[src/rtl/accel_driver_pkg.sv]
// ============================================================================
// Module      : accel_driver_pkg
// Description : Shared FSM encoding and emesh packet field layout.
// Revision    : 1.0
// ============================================================================
`default_nettype none

package accel_driver_pkg;

    typedef enum logic [1:0] {
        ST_IDLE = 2'd0,
        ST_WR   = 2'd1,
        ST_RD   = 2'd2,
        ST_RESP = 2'd3
    } state_e;

    localparam int PKT_WRITE_BIT = 0;
    localparam int PKT_DMODE_LSB = 1;
    localparam int PKT_CMODE_LSB = 3;
    localparam int PKT_DST_LSB   = 8;
    localparam int PKT_DATA_LSB  = 40;
    localparam int PKT_SRC_LSB   = 72;

    localparam logic [1:0]  DATAMODE_WORD = 2'b10;
    localparam logic [4:0]  CTRLMODE_NONE = 5'd0;
    localparam logic [19:0] SRCADDR_LO    = 20'h0;

endpackage

`default_nettype wire

[src/rtl/accel_driver_if.sv]
// ============================================================================
// Module      : accel_driver_if
// Description : Command/response handshake plus emesh write, read-request and
//               read-response channels. master = driver side.
// Revision    : 1.0
// ============================================================================
`default_nettype none

interface accel_driver_if #(
    parameter int AW = 32,
    parameter int PW = 2*AW+40
);
    logic          cmd_valid;
    logic          cmd_write;
    logic [AW-1:0] cmd_addr;
    logic [AW-1:0] cmd_data;
    logic          cmd_ready;
    logic          rsp_valid;
    logic [AW-1:0] rsp_data;
    logic          rsp_error;
    logic          m_wr_access;
    logic [PW-1:0] m_wr_packet;
    logic          m_wr_wait;
    logic          m_rd_access;
    logic [PW-1:0] m_rd_packet;
    logic          m_rd_wait;
    logic          m_rr_access;
    logic [PW-1:0] m_rr_packet;
    logic          m_rr_wait;

    modport master (
        input  cmd_valid, cmd_write, cmd_addr, cmd_data,
        output cmd_ready, rsp_valid, rsp_data, rsp_error,
        output m_wr_access, m_wr_packet, input m_wr_wait,
        output m_rd_access, m_rd_packet, input m_rd_wait,
        input  m_rr_access, m_rr_packet, output m_rr_wait
    );

    modport slave (
        output cmd_valid, cmd_write, cmd_addr, cmd_data,
        input  cmd_ready, rsp_valid, rsp_data, rsp_error,
        input  m_wr_access, m_wr_packet, output m_wr_wait,
        input  m_rd_access, m_rd_packet, output m_rd_wait,
        output m_rr_access, m_rr_packet, input m_rr_wait
    );
endinterface

`default_nettype wire

[src/rtl/accel_driver_emesh2packet.sv]
// ============================================================================
// Module      : emesh2packet
// Description : Packs emesh transaction fields into a flat packet word.
// Revision    : 1.0
// ============================================================================
`default_nettype none

module emesh2packet
    import accel_driver_pkg::*;
#(
    parameter int AW = 32,
    parameter int PW = 2*AW+40
) (
    input  wire logic          write_in,
    input  wire logic [1:0]    datamode_in,
    input  wire logic [4:0]    ctrlmode_in,
    input  wire logic [AW-1:0] dstaddr_in,
    input  wire logic [AW-1:0] data_in,
    input  wire logic [AW-1:0] srcaddr_in,
    output logic      [PW-1:0] packet_out
);
    always_comb begin
        packet_out                           = '0;
        packet_out[PKT_WRITE_BIT]            = write_in;
        packet_out[PKT_DMODE_LSB +: 2]       = datamode_in;
        packet_out[PKT_CMODE_LSB +: 5]       = ctrlmode_in;
        packet_out[PKT_DST_LSB +: AW]        = dstaddr_in;
        packet_out[PKT_DATA_LSB +: AW]       = data_in;
        packet_out[PKT_SRC_LSB +: AW]        = srcaddr_in;
    end
endmodule

`default_nettype wire

[src/rtl/accel_driver.sv]
// ============================================================================
// Module      : accel_driver
// Description : Single-outstanding command driver issuing emesh write/read
//               packets. Optional read timeout: ACCEL_DRIVER_TIMEOUT_EN.
// Revision    : 1.0
// ============================================================================
`default_nettype none

module accel_driver
    import accel_driver_pkg::*;
#(
    parameter int          AW      = 32,
    parameter int          PW      = 2*AW+40,
    parameter logic [11:0] ID      = 12'h810,
    parameter logic [15:0] TIMEOUT = 16'd1024
) (
    input  wire logic      clk,
    input  wire logic      reset,
    accel_driver_if.master bus
);
    state_e        state_q, state_d;
    logic          write_q, write_d;
    logic [1:0]    dmode_q, dmode_d;
    logic [AW-1:0] addr_q,  addr_d;
    logic [AW-1:0] data_q,  data_d;
    logic [AW-1:0] src_q,   src_d;
    logic          rsp_valid_q, rsp_valid_d;
    logic [AW-1:0] rsp_data_q,  rsp_data_d;
    logic          rsp_error_d;
    logic [PW-1:0] w_packet;
`ifdef ACCEL_DRIVER_TIMEOUT_EN
    logic          rsp_error_q;
    logic [15:0]   cnt_q, cnt_d;
`endif

    always_comb begin
        state_d     = state_q;
        write_d     = write_q;
        dmode_d     = dmode_q;
        addr_d      = addr_q;
        data_d      = data_q;
        src_d       = src_q;
        rsp_valid_d = 1'b0;
        rsp_data_d  = '0;
        rsp_error_d = 1'b0;
`ifdef ACCEL_DRIVER_TIMEOUT_EN
        cnt_d       = cnt_q;
`endif
        case (state_q)
            ST_IDLE: begin
                if (bus.cmd_valid) begin
                    // Packet fields are latched whole so the shared packet stays stable.
                    write_d = bus.cmd_write;
                    dmode_d = DATAMODE_WORD;
                    addr_d  = bus.cmd_addr;
                    data_d  = bus.cmd_write ? bus.cmd_data : '0;
                    src_d   = bus.cmd_write ? '0 : {ID, SRCADDR_LO};
                    state_d = bus.cmd_write ? ST_WR : ST_RD;
                end
            end
            ST_WR: begin
                if (!bus.m_wr_wait) begin
                    state_d     = ST_IDLE;
                    rsp_valid_d = 1'b1;
                end
            end
            ST_RD: begin
                if (!bus.m_rd_wait) begin
                    state_d = ST_RESP;
`ifdef ACCEL_DRIVER_TIMEOUT_EN
                    cnt_d   = '0;
`endif
                end
            end
            ST_RESP: begin
                // A response arriving on the timeout cycle still wins.
                if (bus.m_rr_access) begin
                    state_d     = ST_IDLE;
                    rsp_valid_d = 1'b1;
                    rsp_data_d  = bus.m_rr_packet[PKT_DATA_LSB +: AW];
                end
`ifdef ACCEL_DRIVER_TIMEOUT_EN
                else if (cnt_q == TIMEOUT - 16'd1) begin
                    state_d     = ST_IDLE;
                    rsp_valid_d = 1'b1;
                    rsp_error_d = 1'b1;
                end else begin
                    cnt_d = cnt_q + 16'd1;
                end
`endif
            end
            default: state_d = ST_IDLE;
        endcase
    end

    always_ff @(posedge clk or posedge reset) begin
        if (reset) begin
            state_q     <= ST_IDLE;
            write_q     <= 1'b0;
            dmode_q     <= 2'b00;
            addr_q      <= '0;
            data_q      <= '0;
            src_q       <= '0;
            rsp_valid_q <= 1'b0;
            rsp_data_q  <= '0;
        end else begin
            state_q     <= state_d;
            write_q     <= write_d;
            dmode_q     <= dmode_d;
            addr_q      <= addr_d;
            data_q      <= data_d;
            src_q       <= src_d;
            rsp_valid_q <= rsp_valid_d;
            rsp_data_q  <= rsp_data_d;
        end
    end

`ifdef ACCEL_DRIVER_TIMEOUT_EN
    always_ff @(posedge clk or posedge reset) begin
        if (reset) begin
            cnt_q       <= '0;
            rsp_error_q <= 1'b0;
        end else begin
            cnt_q       <= cnt_d;
            rsp_error_q <= rsp_error_d;
        end
    end
    assign bus.rsp_error = rsp_error_q;
`else
    assign bus.rsp_error = 1'b0;
`endif

    emesh2packet #(.AW(AW), .PW(PW)) u_e2p (
        .write_in    (write_q),
        .datamode_in (dmode_q),
        .ctrlmode_in (CTRLMODE_NONE),
        .dstaddr_in  (addr_q),
        .data_in     (data_q),
        .srcaddr_in  (src_q),
        .packet_out  (w_packet)
    );

    assign bus.cmd_ready   = (state_q == ST_IDLE);
    assign bus.m_wr_access = (state_q == ST_WR);
    assign bus.m_rd_access = (state_q == ST_RD);
    assign bus.m_wr_packet = w_packet;
    assign bus.m_rd_packet = w_packet;
    assign bus.m_rr_wait   = 1'b0;
    assign bus.rsp_valid   = rsp_valid_q;
    assign bus.rsp_data    = rsp_data_q;

endmodule

`default_nettype wire

[src/flat_wrapper.sv]
// flat-port wrapper written by rule: the top's interface ports become plain ports
module accel_driver_flat import accel_driver_pkg::*;
#(
    parameter int          AW      = 32,
    parameter int          PW      = 2*AW+40,
    parameter logic [11:0] ID      = 12'h810,
    parameter logic [15:0] TIMEOUT = 16'd1024
)
  (clk, reset, bus_cmd_valid, bus_cmd_write, bus_cmd_addr, bus_cmd_data, bus_cmd_ready, bus_rsp_valid, bus_rsp_data, bus_rsp_error, bus_m_wr_access, bus_m_wr_packet, bus_m_wr_wait, bus_m_rd_access, bus_m_rd_packet, bus_m_rd_wait, bus_m_rr_access, bus_m_rr_packet, bus_m_rr_wait);
  accel_driver_if #(.AW(AW), .PW(PW)) bus_i ();
  input  wire logic clk;
  input  wire logic reset;
  input wire logic [$bits(bus_i.cmd_valid)-1:0] bus_cmd_valid;
  input wire logic [$bits(bus_i.cmd_write)-1:0] bus_cmd_write;
  input wire logic [$bits(bus_i.cmd_addr)-1:0] bus_cmd_addr;
  input wire logic [$bits(bus_i.cmd_data)-1:0] bus_cmd_data;
  output wire logic [$bits(bus_i.cmd_ready)-1:0] bus_cmd_ready;
  output wire logic [$bits(bus_i.rsp_valid)-1:0] bus_rsp_valid;
  output wire logic [$bits(bus_i.rsp_data)-1:0] bus_rsp_data;
  output wire logic [$bits(bus_i.rsp_error)-1:0] bus_rsp_error;
  output wire logic [$bits(bus_i.m_wr_access)-1:0] bus_m_wr_access;
  output wire logic [$bits(bus_i.m_wr_packet)-1:0] bus_m_wr_packet;
  input wire logic [$bits(bus_i.m_wr_wait)-1:0] bus_m_wr_wait;
  output wire logic [$bits(bus_i.m_rd_access)-1:0] bus_m_rd_access;
  output wire logic [$bits(bus_i.m_rd_packet)-1:0] bus_m_rd_packet;
  input wire logic [$bits(bus_i.m_rd_wait)-1:0] bus_m_rd_wait;
  input wire logic [$bits(bus_i.m_rr_access)-1:0] bus_m_rr_access;
  input wire logic [$bits(bus_i.m_rr_packet)-1:0] bus_m_rr_packet;
  output wire logic [$bits(bus_i.m_rr_wait)-1:0] bus_m_rr_wait;
  assign bus_i.cmd_valid = bus_cmd_valid;
  assign bus_i.cmd_write = bus_cmd_write;
  assign bus_i.cmd_addr = bus_cmd_addr;
  assign bus_i.cmd_data = bus_cmd_data;
  assign bus_cmd_ready = bus_i.cmd_ready;
  assign bus_rsp_valid = bus_i.rsp_valid;
  assign bus_rsp_data = bus_i.rsp_data;
  assign bus_rsp_error = bus_i.rsp_error;
  assign bus_m_wr_access = bus_i.m_wr_access;
  assign bus_m_wr_packet = bus_i.m_wr_packet;
  assign bus_i.m_wr_wait = bus_m_wr_wait;
  assign bus_m_rd_access = bus_i.m_rd_access;
  assign bus_m_rd_packet = bus_i.m_rd_packet;
  assign bus_i.m_rd_wait = bus_m_rd_wait;
  assign bus_i.m_rr_access = bus_m_rr_access;
  assign bus_i.m_rr_packet = bus_m_rr_packet;
  assign bus_m_rr_wait = bus_i.m_rr_wait;
  accel_driver #(.AW(AW), .PW(PW), .ID(ID), .TIMEOUT(TIMEOUT)) u_core (.clk(clk), .reset(reset), .bus(bus_i));
endmodule
[config.mk]
export PLATFORM = sky130hd
export DESIGN_NAME = accel_driver_flat
export DESIGN_NICKNAME = d
export VERILOG_FILES = /design/src/rtl/accel_driver_pkg.sv /design/src/rtl/accel_driver_if.sv /design/src/rtl/accel_driver_emesh2packet.sv /design/src/rtl/accel_driver.sv /design/src/flat_wrapper.sv
export SDC_FILE = /design/constraint.sdc
export NUM_CORES = 1
export LEC_CHECK = 0
export BUFFER_PORTS_ARGS = -buffer_cell sky130_fd_sc_hd__buf_2
export CORE_AREA = 5 5 162 164
export CTS_CLUSTER_DIAMETER = 40
export CTS_CLUSTER_SIZE = 40
export DETAILED_ROUTE_END_ITERATION = 7
export DIE_AREA = 0 0 167 169
export HOLD_SLACK_MARGIN = 0.02
export PLACE_DENSITY = 0.47
export SYNTH_ARGS = -nofsm -noshare
export SYNTH_HDL_FRONTEND = slang
export SYNTH_HIERARCHICAL = 1
export SYNTH_SLANG_ARGS = --single-unit
[constraint.sdc]
create_clock -name clk -period 7.77 [get_ports clk]
set_input_delay 0.3885 -clock clk [delete_from_list [all_inputs] [get_ports clk]]
set_output_delay 0.3885 -clock clk [all_outputs]
set_load 0.02 [all_outputs]
; Yosys cells after proc, flatten, opt, wreduce, memory -nomap -nowiden
; Index checks and enable logic that the tools add are counted.
[totals]
ff_bits = 133
inputBits = 175
output_inout_bits = 246
wordCells = 31
[op_classes]
n_eq_ne = 7
n_mux = 13
reduce_logical = 3
[ops]
columns = op, n
row1 = 32-bit two-way mux, 4
row2 = 2-bit two-way mux, 5
row3 = "2-bit != test, second input constant", 4
row4 = 2-bit case mux with 4 select lines, 1
row5 = "2-bit == test, second input constant", 2
row6 = 4-bit AND reduction, 1
row7 = "2-bit by 1-bit == test with 1-bit output, second input constant", 1
row8 = 2-bit logical NOT, 1
row9 = 1-bit two-way mux, 2
row10 = 1-bit case mux with 2 select lines, 1
row11 = 2-bit AND reduction, 1

; Longest topological paths before layout
[logic_depth]
depth_word = 3
mapped_depth = 6
mapped_depth_nobuf = 3

; By module
; The synthesis kept the hierarchy.
[modules_own_cells]
columns = mod, instances, cells_each, area_per_inst_um2, seq_area_each_um2
row1 = accel_driver, 1, 409, 4660.7, 2552.4
row2 = emesh2packet, 1, 104, 780.7, 0.0

; Least setup slack after synthesis
; OpenSTA, ideal clock, no wires.
[synth_path]
kind = reg-to-reg
start = reg u_core.state_q[1]
end = reg u_core.addr_q[0]
setup_ps = 125
t_arrival_ps = 1422
required_ps = 7645
setup_slack_ps = 6223
path_stages_with_launch = 6
n_path_buf = 3
period_less_slack_ps = 1547
path_cell_list = dfrtp_1 > buf_6 > or3b_4 > buf_6 > buf_6 > mux2_4
[synth_via]
elab_chain_len = 2
[synth_lines]
columns = element, line_no
row1 = from (decl), accel_driver.sv:21  ; state_e state_q, state_d;
row2 = from (signal assigned), accel_driver.sv:107  ; state_q <= state_d;
row3 = 2-bit logical NOT, accel_driver.sv:49  ; case (state_q)
row4 = 2-bit AND reduction (no source line), n/a
row5 = to (signal assigned), accel_driver.sv:110  ; addr_q <= addr_d;
row6 = to (decl), accel_driver.sv:24  ; logic [AW-1:0] addr_q, addr_d;
; Every way passes these cells.
; A chain may end at the register's enable or synchronous reset.

; Worst setup path after layout
[layout_path]
start = reg u_core.state_q[1]
end = reg u_core.addr_q[1]
; Same word-level chain as after synthesis.

==> impl_metrics.py <==
metrics = {
    "power_and_ir_drop": {
        "sw_ratio_pct": 44.4,
        "p_total_mw": 2.64,
        "internal_power_mw": 1.47,
        "power_per_unit_of_standard_cell_area_nw_per_um2": 440,
        "p_clk_share_pct": 18.5,
        "p_sw_mw": 1.17,
        "seq_power_share_pct": 33.3,
        "comb_power_share_pct": 48.2,
        "maximum_vdd_drop_mv": 0.192,
        "p_leak_nw": 3.39,
    },
    "placed_design": {
        "port_buf_inserts": 274,
        "worst_setup_slack_before_clock_tree_synthesis_ps": 5340,
        "placement_stage_cell_area_um2": 5690,
        "placedCellCount": 927,
        "finalWeightedCongestion": 0.788,
        "dp.final_hpwl_mm": 10.3,
    },
    "logic_synthesis": {
        "ys_warn_count": 6,
        "ys_ff_latch": 102,
        "synth.cell_area_um2": 5440,
        "area_fraction_of_the_dominant_cell_type_after_synthesis_pct": 46.9,
        "dominantRegCellSynth": "dfrtp_1",
        "post-synth-top-count-cell": "buf_4",
        "yosysTopAreaCell": "dfrtp_1",
        "postSynthCellCount": 513,
        "synth_commonest_cells": "buf_4 (210), dfrtp_1 (102), nand2_1 (66), o21ai_0 (35), and2_1 (32)",
        "synth_edf_count": 0,
        "ys_types": 18,
        "async_flop_share_pct": 100,
        "syn_avg_cell_area_um2": 10.6,
        "synth_sequential_area_ratio_pct": 46.9,
        "synth.top_cells.by_area": "dfrtp_1 (47%), buf_4 (29%), mux2_4 (8.6%), nand2_1 (4.6%), and2_1 (3.7%)",
    },
    "critical_path": {
        "cp_num_buf_inv": 1,
        "timing.rr.end": "u_core/addr_q[1]",
        "path_delay_family": "simple AND/OR/NAND/NOR gates",
        "worstRegToRegCells": 3,
        "cpMaxStageDelayCell": "or3b_4",
        "worstPathArrival_ps": 2590,
        "timing.critical_path.cells": "or3b_4 -> buf_4 -> mux2_2",
        "timing.critical_path.required_ps": 8000,
        "crit_path_max_fanout": 64,
        "path_class": "flop to flop",
        "reg_to_reg_setup_timing_slack_ps": 5410,
        "cpPeakStageDelay_ps": 650,
        "end_kind": "flop",
        "timing.critical_path.from_type": "flop",
        "reg2reg_from": "u_core/state_q[1]",
    },
    "status": {
        "status": "finished, final reports clean",
    },
    "sta": {
        "max_freq_ghz": 0.424,
        "post-route-period-util_pct": 30.4,
        "slew_at_the_pin_closest_to_its_max_slew_limit_ps": 946,
        "final.setup_skew_ps": 6.80,
        "finalSetupTns_ps": 0,
        "final.hold.worst_slack_ps": 122,
        "period_minus_slack_ps": 2360,
        "setup-violations-final": 0,
        "grt_setup_unrepaired": "false",
        "timing.final.ws_setup_ps": 5410,
        "final-max-slew-violation-count": 0,
        "report.final.hold_viol_count": 0,
        "maxSlewHeadroom_pct": 37.0,
    },
    "layout": {
        "layout.cell_area.non_filler_um2": 6000,
        "area_delta_synth_final_pct": 10.3,
        "fin_nets": 783,
        "final_core_util_pct": 24.3,
        "layout.cells.non_filler": 943,
        "layout-drive-gt1-share_pct": 53.0,
    },
    "global_route": {
        "first_global_vias": 3329,
        "number_of_antenna_violations_at_the_first_check_in_global_routing": 3,
        "global_route.usage.total_pct": 9.11,
        "grt_max_degree": 65,
        "grt_first_pass_wirelength_mm": 19.8,
        "global_route.overflow_total": 0,
    },
    "route": {
        "via_count": 3289,
        "drt_pass1_iterations": 4,
        "detail_route.wl_per_cell_um": 14.4,
        "finalWirelength_mm": 13.6,
        "drcViolationCount": 0,
        "ant_nets": 0,
        "drt_iter0_drc": 136,
        "viasPerCell": 3.49,
    },
    "floorplanning": {
        "dieWidth_um": 167,
        "start_util_pct": 22.0,
        "fp-row-count": 58,
        "coreArea_um2": 24700,
        "i_o_pin_total": 421,
        "die_height_um": 169,
        "fp.dieArea_um2": 28200,
    },
    "cts": {
        "cts_hold_bufs": 0,
        "clk_root_buffer_cell": "clkbuf_16",
        "postCtsSetupRepairBufs": 0,
        "post_cts_resize_count": 0,
        "clk_transition_reported_paths_ps": 70,
        "cts-root-to-sink-buffers": 2,
        "tritoncts_clock_tree": "built",
        "cts_made_buffers": 9,
        "ctsHtreeMaxLevel": 3,
        "cts_sinks": 102,
        "clk_latency_ps": 340,
    },
    "hold_path": {
        "min-delay-path-class": "input port to asynchronous set/reset pin",
    },
    "run": {
        "timing.max_cap.violations": 0,
    },
}
-- layout by cell type, fill, tap and decap left out --
cell,Yosys,final
a21oi_1,3,3
and2_1,32,32
and3_1,2,2
buf_2,0,274
buf_4,210,2
bufinv_16,0,2
clkbuf_16,0,9
clkinvlp_4,0,2
conb_1,1,38
dfrtp_1,102,102
diode_2,0,2
inv_1,3,2
inv_4,0,1
inv_6,0,1
mux2_2,1,1
mux2_4,31,31
nand2_1,66,66
nand2b_1,3,3
nand3b_1,1,1
nor2_1,1,1
nor2b_1,2,2
o21ai_0,35,35
or3b_4,1,1
-- power by group through the flow --
| stage | sequential (mW) | clock, mW | combinational [mW] |
|---|---|---|---|
| after global routing | 0.919 | 0.532 | 1.36 |
| after floorplan | 0.846 | 0 | 1.36 |
| after detailed placement | 0.896 | 0 | 1.29 |
| final | 0.879 | 0.488 | 1.27 |
| after global placement | 0.889 | 0 | 1.30 |
| after CTS | 0.888 | 0.516 | 1.30 |
-- logic make-up (layout without fill, tap and decap cells) --
group                  count (synthesis)  in the layout  synth area share [%]
buffers and inverters                232            293                  31.3
AOI/OAI and AO/OA                     38             38                  3.50
other                                  1             40                0.0689
muxes                                 32             32                  8.76
DFF                                  102            102                  46.9
and+or+nand+nor                      108            108                  9.45
-- worst max path at each step --
stage / cells past startpoint / to / startpoint
2_1_floorplan: 1 / u_core/addr_q[0] / reset
3_3_place_gp: 4 / u_core/addr_q[1] / bus_cmd_valid
3_5_place_dp: 4 / u_core/addr_q[1] / bus_cmd_valid
4_1_cts: 3 / u_core/addr_q[1] / u_core/state_q[1]
5_1_grt: 3 / u_core/addr_q[1] / u_core/state_q[1]
6_report: 3 / u_core/addr_q[1] / u_core/state_q[1]
-- sequential cells by signal (all words and copies together), names as in the netlist --
signal	count
u_core/dmode_q	1
u_core/addr_q	32
u_core/src_q	1
u_core/bus.rsp_valid	1
u_core/state_q	2
u_core/data_q	32
u_core/write_q	1
u_core/bus.rsp_data	32
-- worst register-to-register path: cells and delay by family, from the launching register on --
family	cells	cell delay, ps
buffers and inverters	1	660
muxes	1	430
DFF	1	510
and+or+nand+nor	1	660
-- final cells by class --
type,instances,area [µm²]
fillers,2705,18700
flip-flops and latches,102,2550
repair buffers,276,1390
multi-input cells,216,1320
well taps,330,413
clock buffers,9,225
clock inverters,5,83.8
inverters,3,13.8
diodes,2,5.00
-- per-layer routing --
layer  global-route usage (%)  vias to the layer above  part of all wire (%)
met2                     16.3                      215                    51
met4                     2.81                        4                   1.4
met1                     9.88                     1502                    37
met5                        0                        -                  0.20
met3                     3.67                       17                    10
li1                         -                     1551                     -
Note: power is estimated with default switching activity, not from simulation.
